<file path="src/rtl/pulse_stretcher.sv">
// Per-channel pulse-to-level stretcher: a trigger pulse holds level_o high for
// length_i cycles, then done_o strobes once in the first low cycle.
module pulse_stretcher #(
  parameter int WIDTH     = 1,
  parameter int CNT_W     = 8,
  parameter bit RETRIGGER = 1'b1
) (
  input  logic             clk,
  input  logic             resetn,
  input  logic [WIDTH-1:0] pulse_i,
  input  logic [CNT_W-1:0] length_i,
  output logic [WIDTH-1:0] level_o,
  output logic [WIDTH-1:0] done_o
);

  logic [WIDTH-1:0]            level_q, level_d;
  logic [WIDTH-1:0]            done_q, done_d;
  logic [WIDTH-1:0][CNT_W-1:0] cnt_q, cnt_d;
  logic                        len_nz;

  assign len_nz = (length_i != '0);

  always_comb begin
    level_d = level_q;
    done_d  = '0;
    cnt_d   = cnt_q;
    for (int c = 0; c < WIDTH; c++) begin
      if (!level_q[c]) begin
        if (pulse_i[c] && len_nz) begin
          level_d[c] = 1'b1;
          cnt_d[c]   = length_i - CNT_W'(1);
        end
      end else if (RETRIGGER && pulse_i[c] && len_nz) begin
        // cnt holds the remaining high cycles after the current one
        cnt_d[c] = length_i - CNT_W'(1);
      end else if (cnt_q[c] != '0) begin
        cnt_d[c] = cnt_q[c] - CNT_W'(1);
      end else begin
        level_d[c] = 1'b0;
        done_d[c]  = 1'b1;
      end
    end
  end

  always_ff @(posedge clk or negedge resetn) begin
    if (!resetn) begin
      level_q <= '0;
      done_q  <= '0;
      cnt_q   <= '0;
    end else begin
      level_q <= level_d;
      done_q  <= done_d;
      cnt_q   <= cnt_d;
    end
  end

  assign level_o = level_q;
  assign done_o  = done_q;

endmodule

</file>
<file path="config.mk">
export PLATFORM = sky130hd
export DESIGN_NAME = pulse_stretcher
export DESIGN_NICKNAME = d
export VERILOG_FILES = /design/src/rtl/pulse_stretcher.sv
export SDC_FILE = /design/constraint.sdc
export NUM_CORES = 1
export LEC_CHECK = 0
export ABC_AREA = 1
export CORE_ASPECT_RATIO = 1.2
export CORE_UTILIZATION = 50
export DETAILED_ROUTE_END_ITERATION = 6
export GPL_ROUTABILITY_DRIVEN = 0
export PLACE_DENSITY = 0.75
export SLEW_MARGIN = 25
export SYNTH_ARGS = -nofsm -noshare
export SYNTH_HDL_FRONTEND = slang
export SYNTH_SLANG_ARGS = --single-unit
export TNS_END_PERCENT = 100
</file>
<file path="constraint.sdc">
create_clock -name clk -period 2.25 [get_ports clk]
set_input_delay 0.675 -clock clk [delete_from_list [all_inputs] [get_ports clk]]
set_output_delay 0.675 -clock clk [all_outputs]
set_load 0.05 [all_outputs]
</file>
==> impl_metrics.csv <==
group,metric,value,unit
status,status,"completed",
worst_setup_path,worst_r2r_path_depth,7,
yosys,yosys-top-cells-area,"dfrtp_1 (30%), nand2_1 (17%), nand3_1 (13%)",
floorplan,io_pins,13,
power,power_density,522.6,nW/um^2
timing,final.min_clock_period,2051,ps
finish,area_delta_synth_final,23.59,%
cts,cts_tree,"built",
worst_setup_path,path_cells,"clkdlybuf4s50_1",
place,hpwl,1.435,mm
drt,drt-met1-wl,872,um
cts,cts_root_buffer,"clkbuf_4",
drt,drt_iter0_markers,24,
place,port_buffers,12,
power,leakage,0.5040,nW
global_route,grt_remaining_overflow,0,
global_route,antenna_found_initial,0,
finish,layout-drive-gt1-share,0.1135,
cts,cts_buffer_depth,2,
worst_hold_path,worstHoldPathType,"reg -> reg",
worst_setup_path,critPathTopFamily,"buffers and inverters",
worst_hold_path,worstHoldStart,"cnt_q[1]$_DFFE_PN0P_",
yosys,synth.net_count,137,
yosys,synth-edff-count,0,
drt,wire_per_inst,11.53,um
yosys,ys_seq_area_frac,0.3044,
timing,grt_setup_unrepaired,"false",
finish,regArea,250.2,sq um
power,power.total,0.5309,mW
worst_setup_path,r2r_slack,800,ps
floorplan,fp.dieW,39.02,um
floorplan,start_util,0.5544,
timing,drv_slew,0,
floorplan,rows,15,
timing,fmax,487.5,MHz
cts,cts_hold_buffers,0,
worst_setup_path,cp.arrival,1380,ps
timing,setup_viol,0,
finish,nNetsFinal,157,
place,pre_cts_ws,96.75,ps
worst_setup_path,cp_num_buf_inv,1,
worst_setup_path,slowest_delay,790,ps
worst_hold_path,min_path_cells,2,
cts,clock-sinks,10,
global_route,grt_pass1_vias,715,
worst_setup_path,cp_slowest_cell,"clkdlybuf4s50_1",
cts,cts_resized,0,
drt,routed_via_density,5.146,
floorplan,die_h,46.42,um
yosys,synthArstFlopShare,1.000,
yosys,yosysUniqueCellTypes,16,
yosys,synthCells,122,
global_route,grt_pass1_wl,2.939,mm
yosys,postSynthAreaPerCell,6.738,sq um
drt,drtAntennaViolNets,0,
worst_setup_path,cp_max_fo,1,
drt,wl_met3,72,um
cts,h-tree-depth,1,
timing,finalWorstSetupSlack,198.7,ps
worst_setup_path,required,1570,ps
cts,cts-buffers-inserted,3,
cts,clock_latency,270,ps
timing,final-hold-violation-count,0,
floorplan,core,1483,sq um
global_route,grt_max_degree,11,
cts,clkTransAtPathRegs,70,ps
global_route,grt_util_all_layers,0.2451,
floorplan,dieArea,1811,sq um
worst_setup_path,end_kind,"primary output",
worst_setup_path,timing.rr.start,"cnt_q[0]$_DFFE_PN0P_",
finish,multiInputGateArea,515.5,sq um
timing,clock-skew-final,4.958,ps
worst_setup_path,path_depth,1,
worst_setup_path,critPathLaunchType,"register",
drt,highest_layer,"met4",
drt,vias,813,
yosys,ys_warn_count,0,
timing,fin_crit_sh,0.9117,
drt,drt_pre_antenna_iters,4,
drt,wl_met2,853,um
yosys,synth_top_area_frac,0.3044,
timing,relSlewSlack,0.6739,
timing,setup_tns,0,ps
finish,antennaDiodeCount,0,
cts,post_cts_buffers,0,
yosys,ys_seq_elements,10,
yosys,synth_common_cells,"nand2_1 (37), nand3_1 (21), nor2_1 (18), inv_1 (12), dfrtp_1 (10)",
power,irDropWorstVdd,0.3824,mV
drt,wl,1.821,mm
yosys,post-synth-top-count-cell,"nand2_1",
yosys,synth_top_flop_cell,"dfrtp_1",
finish,nFillCells,137,
timing,max_slew.worst_pin.slew,487.7,ps
worst_hold_path,whs_endpoint,"cnt_q[1]$_DFFE_PN0P_",
worst_setup_path,critical_path_class,"reg -> out",
flow_run,maxCapViolCount,0,
drt,drc,0,
yosys,yosysTopAreaCell,"dfrtp_1",
worst_setup_path,r2r-end,"cnt_q[3]$_DFFE_PN0P_",
yosys,syn-cell-area,822.0,sq um
worst max path at each step:
| stage | start | endpoint | slack (ps) |
|---|---|---|---|
| 2_1_floorplan | length_i[0] | cnt_q[0]$_DFFE_PN0P_ | 570 |
| 3_3_place_gp | length_i[0] | cnt_q[6]$_DFFE_PN0P_ | 100 |
| 3_5_place_dp | length_i[1] | cnt_q[3]$_DFFE_PN0P_ | 100 |
| 4_1_cts | done_o$_DFF_PN0_ | done_o | 190 |
| 5_1_grt | done_o$_DFF_PN0_ | done_o | 140 |
| 6_report | done_o$_DFF_PN0_ | done_o | 200 |
sequential cells by signal, indices dropped and copies added, names as in the netlist:
name and flops:
done_o 1, level_o 1, cnt_q 8
cells by family (layout without fill, tap and decap cells):
family	count (synthesis)	in the layout	share of synthesized area
AND/OR/NAND/NOR	85	85	0.4520
flip-flops	10	10	0.3044
buffers and inverters	13	32	0.06849
AO/OA/AOI/OAI	2	2	0.02893
adder cells (fa/ha/maj)	4	4	0.06089
XOR/XNOR	8	8	0.08524
layout by cell type (no fill, tap or decap):
cell type	count
nand2_1	37
nand3_1	21
nor2_1	18
inv_1	12
clkdlybuf4s50_1	11
dfrtp_1	10
xor2_1	5
buf_4	5
ha_1	4
nand2_2	3
xnor2_1	3
clkbuf_4	3
nand4_1	2
nor2_2	2
o21ai_4	1
nand2_4	1
nor3_1	1
o21bai_1	1
clkbuf_8	1
power breakdown:
group          switching (mW)  internal (mW)  total [mW]
Clock                  0.0678         0.0984       0.166
Combinational          0.0769         0.0641       0.141
Sequential             0.0236          0.200       0.224
Total                   0.168          0.363       0.531
final cells by class:
| type | count | share of cell area |
|---|---|---|
| Tap cell | 17 | 0.02094 |
| Sequential cell | 10 | 0.2463 |
| Inverter | 12 | 0.04434 |
| Multi-Input combinational cell | 99 | 0.5074 |
| Clock buffer | 4 | 0.03571 |
| Timing Repair Buffer | 16 | 0.1453 |
routing by layer:
metal	up-vias	global-route usage
li1	430	-
met1	360	0.3036
met2	19	0.3900
met3	4	0.07246
met4	0	0.1034
met5	-	0
through the flow:
step	instance area [sq um]	cells	hold WS [ps]	utilization
finish	1016	158	540.0	0.6852
global route	1016	158	571.7	0.6852
CTS	1016	158	539.1	0.6852
detailed placement	979.7	154	521.7	0.6608
global placement	979.7	154	526.1	0.6608
floorplan	822.0	122	379.4	-
(Power assumes the default switching activity.)
